==> src/rtl/execute_muldiv.sv <==
// execute_muldiv: iterative multiply/divide unit for the execute stage.
// It owns the HI/LO registers. MULT/MULTU use shift-add and DIV/DIVU use
// restoring division, each resolving one bit per cycle. A single FIXUP cycle
// then applies the result signs and writes HI/LO.
// Optional build macro: MULDIV_EARLY_OUT_EN. When it is defined, MUL stops
// once the remaining multiplier bits are all zero.
module execute_muldiv #(
  parameter int WIDTH = 32
) (
  input  logic             clk,
  input  logic             rst,
  input  logic             start_e,
  input  logic             sig_clr,
  input  logic [2:0]       op_e,
  input  logic [WIDTH-1:0] src_a_e,
  input  logic [WIDTH-1:0] src_b_e,
  output logic             busy,
  output logic [WIDTH-1:0] hi,
  output logic [WIDTH-1:0] lo
);

  localparam int CNT_W = $clog2(WIDTH) + 1;

  typedef enum logic [1:0] {IDLE, MUL, DIV, FIXUP} state_t;

  state_t state, state_nxt;

  logic [CNT_W-1:0]   count;
  logic [WIDTH-1:0]   hi_r, lo_r;

  // Datapath state. It has no reset because every field is loaded when an
  // operation is accepted.
  logic [2*WIDTH-1:0] prod;    // MUL: running product; DIV: {remainder, quotient}
  logic [2*WIDTH-1:0] mcand;   // MUL: multiplicand magnitude, shifted left each step
  logic [WIDTH-1:0]   mplier;  // MUL: remaining multiplier bits; DIV: divisor magnitude
  logic               is_div;
  logic               neg_res; // sign(a)^sign(b) for signed ops
  logic               neg_rem; // sign(a) for DIV
  logic               div_zero;

  // Conditional two's-complement negation, single width.
  function automatic logic [WIDTH-1:0] cond_neg(input logic [WIDTH-1:0] v, input logic neg);
    return neg ? -v : v;
  endfunction

  // Conditional two's-complement negation, double width (product fixup).
  function automatic logic [2*WIDTH-1:0] cond_neg2(input logic [2*WIDTH-1:0] v, input logic neg);
    return neg ? -v : v;
  endfunction

  logic accept, op_mul, op_div, op_signed, sgn_a, sgn_b, last_iter, mul_done;
  logic [2*WIDTH-1:0] mul_sum;
  logic [WIDTH:0]     div_shift, div_diff;
  logic [2*WIDTH-1:0] prod_s;
  logic [WIDTH-1:0]   fix_hi, fix_lo;

  assign accept    = start_e && !sig_clr && (state == IDLE);
  assign op_mul    = (op_e == 3'd0) || (op_e == 3'd1);
  assign op_div    = (op_e == 3'd2) || (op_e == 3'd3);
  assign op_signed = (op_e == 3'd0) || (op_e == 3'd2);
  assign sgn_a     = op_signed && ($signed(src_a_e) < 0);
  assign sgn_b     = op_signed && ($signed(src_b_e) < 0);
  assign last_iter = (count == CNT_W'(WIDTH - 1));

`ifdef MULDIV_EARLY_OUT_EN
  assign mul_done  = last_iter || (mplier[WIDTH-1:1] == '0);
`else
  assign mul_done  = last_iter;
`endif

  // One step of shift-add and one step of restoring division.
  always_comb begin
    mul_sum   = prod + (mplier[0] ? mcand : '0);
    div_shift = {prod[2*WIDTH-1:WIDTH], prod[WIDTH-1]};
    div_diff  = div_shift - {1'b0, mplier};
  end

  // Sign fixup of the final result. A divide by zero leaves LO all ones.
  // HI is the dividend magnitude re-signed, which reproduces the raw dividend.
  always_comb begin
    prod_s = cond_neg2(prod, neg_res);
    fix_hi = prod_s[2*WIDTH-1:WIDTH];
    fix_lo = prod_s[WIDTH-1:0];
    if (is_div) begin
      fix_hi = cond_neg(prod[2*WIDTH-1:WIDTH], neg_rem);
      fix_lo = div_zero ? '1 : cond_neg(prod[WIDTH-1:0], neg_res);
    end
  end

  // Next-state logic.
  always_comb begin
    state_nxt = state;
    case (state)
      IDLE: begin
        if (accept && op_mul) state_nxt = MUL;
        else if (accept && op_div) state_nxt = DIV;
      end
      MUL:     if (mul_done)  state_nxt = FIXUP;
      DIV:     if (last_iter) state_nxt = FIXUP;
      FIXUP:   state_nxt = IDLE;
      default: state_nxt = IDLE;
    endcase
  end

  // Control registers: state, iteration counter and the architectural HI/LO.
  always_ff @(posedge clk) begin
    if (rst) begin
      state <= IDLE;
      count <= '0;
      hi_r  <= '0;
      lo_r  <= '0;
    end else begin
      state <= state_nxt;
      if (accept) count <= '0;
      else if (state == MUL || state == DIV) count <= count + CNT_W'(1);
      if (accept && op_e == 3'd4) hi_r <= src_a_e;
      if (accept && op_e == 3'd5) lo_r <= src_a_e;
      if (state == FIXUP) begin
        hi_r <= fix_hi;
        lo_r <= fix_lo;
      end
    end
  end

  // Datapath registers: operand latch on accept, then one bit per cycle.
  always_ff @(posedge clk) begin
    if (accept && (op_mul || op_div)) begin
      mcand    <= {{WIDTH{1'b0}}, cond_neg(src_a_e, sgn_a)};
      mplier   <= cond_neg(src_b_e, sgn_b);
      prod     <= op_div ? {{WIDTH{1'b0}}, cond_neg(src_a_e, sgn_a)} : '0;
      is_div   <= op_div;
      neg_res  <= sgn_a ^ sgn_b;
      neg_rem  <= sgn_a;
      div_zero <= (src_b_e == '0);
    end else if (state == MUL) begin
      prod   <= mul_sum;
      mcand  <= mcand << 1;
      mplier <= mplier >> 1;
    end else if (state == DIV) begin
      if (!div_diff[WIDTH])
        prod <= {div_diff[WIDTH-1:0], prod[WIDTH-2:0], 1'b1};
      else
        prod <= {div_shift[WIDTH-1:0], prod[WIDTH-2:0], 1'b0};
    end
  end

  assign busy = (state != IDLE);
  assign hi   = hi_r;
  assign lo   = lo_r;

endmodule

==> config.mk <==
export PLATFORM = sky130hd
export DESIGN_NAME = execute_muldiv
export DESIGN_NICKNAME = d
export VERILOG_FILES = /design/src/rtl/execute_muldiv.sv
export SDC_FILE = /design/constraint.sdc
export NUM_CORES = 1
export LEC_CHECK = 0
export BUFFER_PORTS_ARGS = -buffer_cell sky130_fd_sc_hd__buf_4
export CORE_MARGIN = 10
export CORE_UTILIZATION = 45
export DETAILED_ROUTE_END_ITERATION = 8
export PLACE_DENSITY = 0.71
export SYNTH_ARGS = -nofsm -noshare
export SYNTH_HDL_FRONTEND = slang
export SYNTH_SLANG_ARGS = --single-unit
export TNS_END_PERCENT = 10
==> constraint.sdc <==
create_clock -name clk -period 7.3 [get_ports clk]
set_clock_uncertainty 0.2 [all_clocks]
set_input_delay 1.46 -clock clk [delete_from_list [all_inputs] [get_ports clk]]
set_output_delay 1.46 -clock clk [all_outputs]
set_load 0.02 [all_outputs]
==> qor.csv <==
stage,metric,value,unit
finish,fillcell total,3928,
logic_synthesis,asr flop ratio synth,0,
die,Initial Util,0.459,
placement,dpl hpwl,44100,µm
timing,"Hold Vio Cnt, Final",0,
timing,final worst-path cycle share,0.691,
logic_synthesis,synthesis-stage register bit count,236,
route,WL final,59000,µm
logic_synthesis,leading register cell type out of synthesis,edfxtp_1,
timing,unrepaired setup endpoints after global routing,false,
timing,final setup TNS,0,ns
power_and_ir_drop,Max VDD drop,0.000238,V
grt,vias in the first global route,17100,
logic_synthesis,leading area contributor after synthesis,edfxtp_1,
clock_tree,TritonCTS Sinks,236,
critical_path,"Largest stage delay, worst path",0.79,ns
route,First-pass DRT Iterations,5,
timing,post-route minimum period,5.05,ns
critical_path,CP max FO,18,
logic_synthesis,top-count cell post-synth,nand2_1,
finish,design area,21200,µm²
route,DR vias/cell,6.09,
grt,GRT overflow,0,
logic_synthesis,Avg Inst Size Synth,8.48,µm²
logic_synthesis,"Warnings, synthesis",0,
timing,WHS,0.298,ns
run_status,outcome,finished clean,
grt,Overall Global Routing Usage,0.228,
route,Vias,17300,
placement,IO buf count,135,
critical_path,crit start category,register,
finish,Sequential Area,6050,µm²
power_and_ir_drop,Cell Pwr Density,418,nW/µm²
die,Vert. Die Dim,225,µm
logic_synthesis,top post-synthesis cells by area,"edfxtp_1 (21%), dfxtp_1 (11%), ha_1 (6.8%), a211oi_1 (6.1%), xnor2_1 (4.8%)",
critical_path,CP endpoint,prod[53],
critical_path,critical path buffer and inverter count,0,
logic_synthesis,Post-Syn Instances,2224,
finish,Multi-input gate area,12100,µm²
timing,worst rel slew slack,0.214,
clock_tree,clk slew on worst S/H paths,0.06,ns
clock_tree,hold buffer count at CTS,0,
critical_path,critical path's top delay family,compound AO/OA/AOI/OAI gates,
critical_path,Worst Reg2Reg Path Length in Cells,12,
route,DR iter-0 viols,1231,
finish,area delta synth->final,12.5,%
logic_synthesis,sequential fraction of the synthesis area,0.321,
finish,Nets,2455,
clock_tree,CTS root buf,clkbuf_16,
logic_synthesis,Mapped Area,18900,µm²
die,Die X,225,µm
clock_tree,TritonCTS Buffers,29,
logic_synthesis,number of synthesized flops with an enable pin,132,
clock_tree,Clock Path Buffers,3,
critical_path,crit path from,mplier[0],
die,CORE AREA,41100,µm²
logic_synthesis,"top cells by count, synth","nand2_1 (183), o21ai_0 (159), a21oi_1 (153)",
clock_tree,clk_lat worst skew,0.59,ns
logic_synthesis,top-area cell type share of the netlist area,0.210,
die,num rows,74,
critical_path,worst reg2reg startpoint,mplier[0],
finish,antenna cells,0,
critical_path,CP Data Required Time,7.39,ns
critical_path,Slowest cell on crit path,edfxtp_1,
critical_path,Setup crit end kind,register,
timing,Final Max Tran Viols,0,
min_path,hold crit path type,reg2reg,
critical_path,critical path depth in cells,12,
logic_synthesis,"Distinct cells, synth",81,
clock_tree,CTS tree,yes,
route,number of routed nets with antenna violations,0,
power_and_ir_drop,leak pwr,8.28,nW
placement,Placer Congestion,0.993,
critical_path,Worst EP arrival,5.14,ns
clock_tree,Post-CTS Setup Inserts,0,
critical_path,most frequent CP cell,a21oi_1,
grt,initial antenna violation count,0,
critical_path,WS Path Type,reg2reg,
timing,worst slew pin tran,1.18,ns
route,DR WL/cell,20.8,µm
timing,# setup viols final,0,
die,Die Footprint,50500,µm²
job,Max Cap Viol,0,
die,I/O pins,136,
finish,layout cells sized above 1,0.107,
clock_tree,htree depth,1,
grt,global-route wire length before repair,94500,µm
route,DRC,0,
placement,Post-DP Area,20200,µm²
timing,FMAX,198,MHz
critical_path,Worst R2R End,prod[53],
logic_synthesis,syn_nets,2400,
grt,largest net degree at the start of global routing,91,
clock_tree,PostCTS Resize Cnt,0,
critical_path,crit-path cells,ha_1 > fa_1 > nand2b_1 > a21oi_1 > o41ai_1 > o211a_1 > o21ai_1 > mux2i_1 > nor2_2 > mux2_2 > o21ai_0 > a21oi_1,
critical_path,R2R Setup Slk,2.25,ns
## registers in the layout (all words and copies together) (netlist names)
name	count
prod	64
is_div	1
count	6
state	2
lo	32
div_zero	1
mplier	32
neg_res	1
neg_rem	1
hi	32
mcand	64
## area by class of cell
type	count	share of cell area
tap	532	0.0314
clock buffer	44	0.0393
clock inverter	10	0.00673
inverter	74	0.0131
multi-input combinational	1782	0.569
sequential	236	0.285
timing repair buffer	156	0.0552
## worst min path at each step
stage	start	to	slack, ns	cells after the start
floorplan	count[5]	count[5]	0.26	2
global placement	count[5]	count[5]	0.27	2
detailed placement	count[5]	count[5]	0.29	2
CTS	count[5]	count[5]	0.30	2
global route	count[5]	count[5]	0.33	2
finish	count[5]	count[5]	0.30	2
## worst min-delay path: cells and delay by family, from the launching register on
family	cells	cell delay [ns]
compound gates	2	0.13
flops	1	0.32
## power breakdown
part / switching, W / total, W / leakage (nW) / internal (W)
Sequential: 0.000562 / 0.00256 / 2.08 / 0.00200
Combinational: 0.00287 / 0.00481 / 5.72 / 0.00193
Clock: 0.000597 / 0.00149 / 0.478 / 0.000894
## layout by cell type (no fill, tap or decap), types with 102 or more instances in the layout
cell and n:
xor2_1 104, dfxtp_1 104, a211oi_1 152, a21oi_1 153, buf_4 156, nor2_1 137, edfxtp_1 132, and2_1 102
nand2_1 183, o21ai_0 159, xnor2_1 104
## per-layer routing
| layer | up-vias | global-route usage | routed length [µm] | part of all wire |
|---|---|---|---|---|
| met4 | 0 | 0.0803 | 2010 | 0.034 |
| li1 | 8316 | - | - | - |
| met3 | 113 | 0.0302 | 3430 | 0.058 |
| met5 | - | 0 | 0 | 0 |
| met1 | 8243 | 0.293 | 25500 | 0.43 |
| met2 | 600 | 0.386 | 28100 | 0.48 |
## stage by stage
step / setup slack (ns) / total power, W / cells / util
global route: 1.88 / 0.00949 / 2834 / 0.516
floorplan: 2.17 / 0.00598 / 2224 / -
detailed placement: 2.03 / 0.00727 / 2780 / 0.492
finish: 2.25 / 0.00886 / 2834 / 0.516
global placement: 2.09 / 0.00719 / 2780 / 0.492
CTS: 2.27 / 0.00880 / 2834 / 0.516
## cell families after synthesis
family / synth area share
buffers and inverters: 0.0419
xor gates and xnor gates: 0.0966
DFF: 0.321
and+or+nand+nor: 0.184
AOI/OAI and AO/OA: 0.249
muxes: 0.0380
adders and majority gates: 0.0705
(Power assumes the default switching activity.)
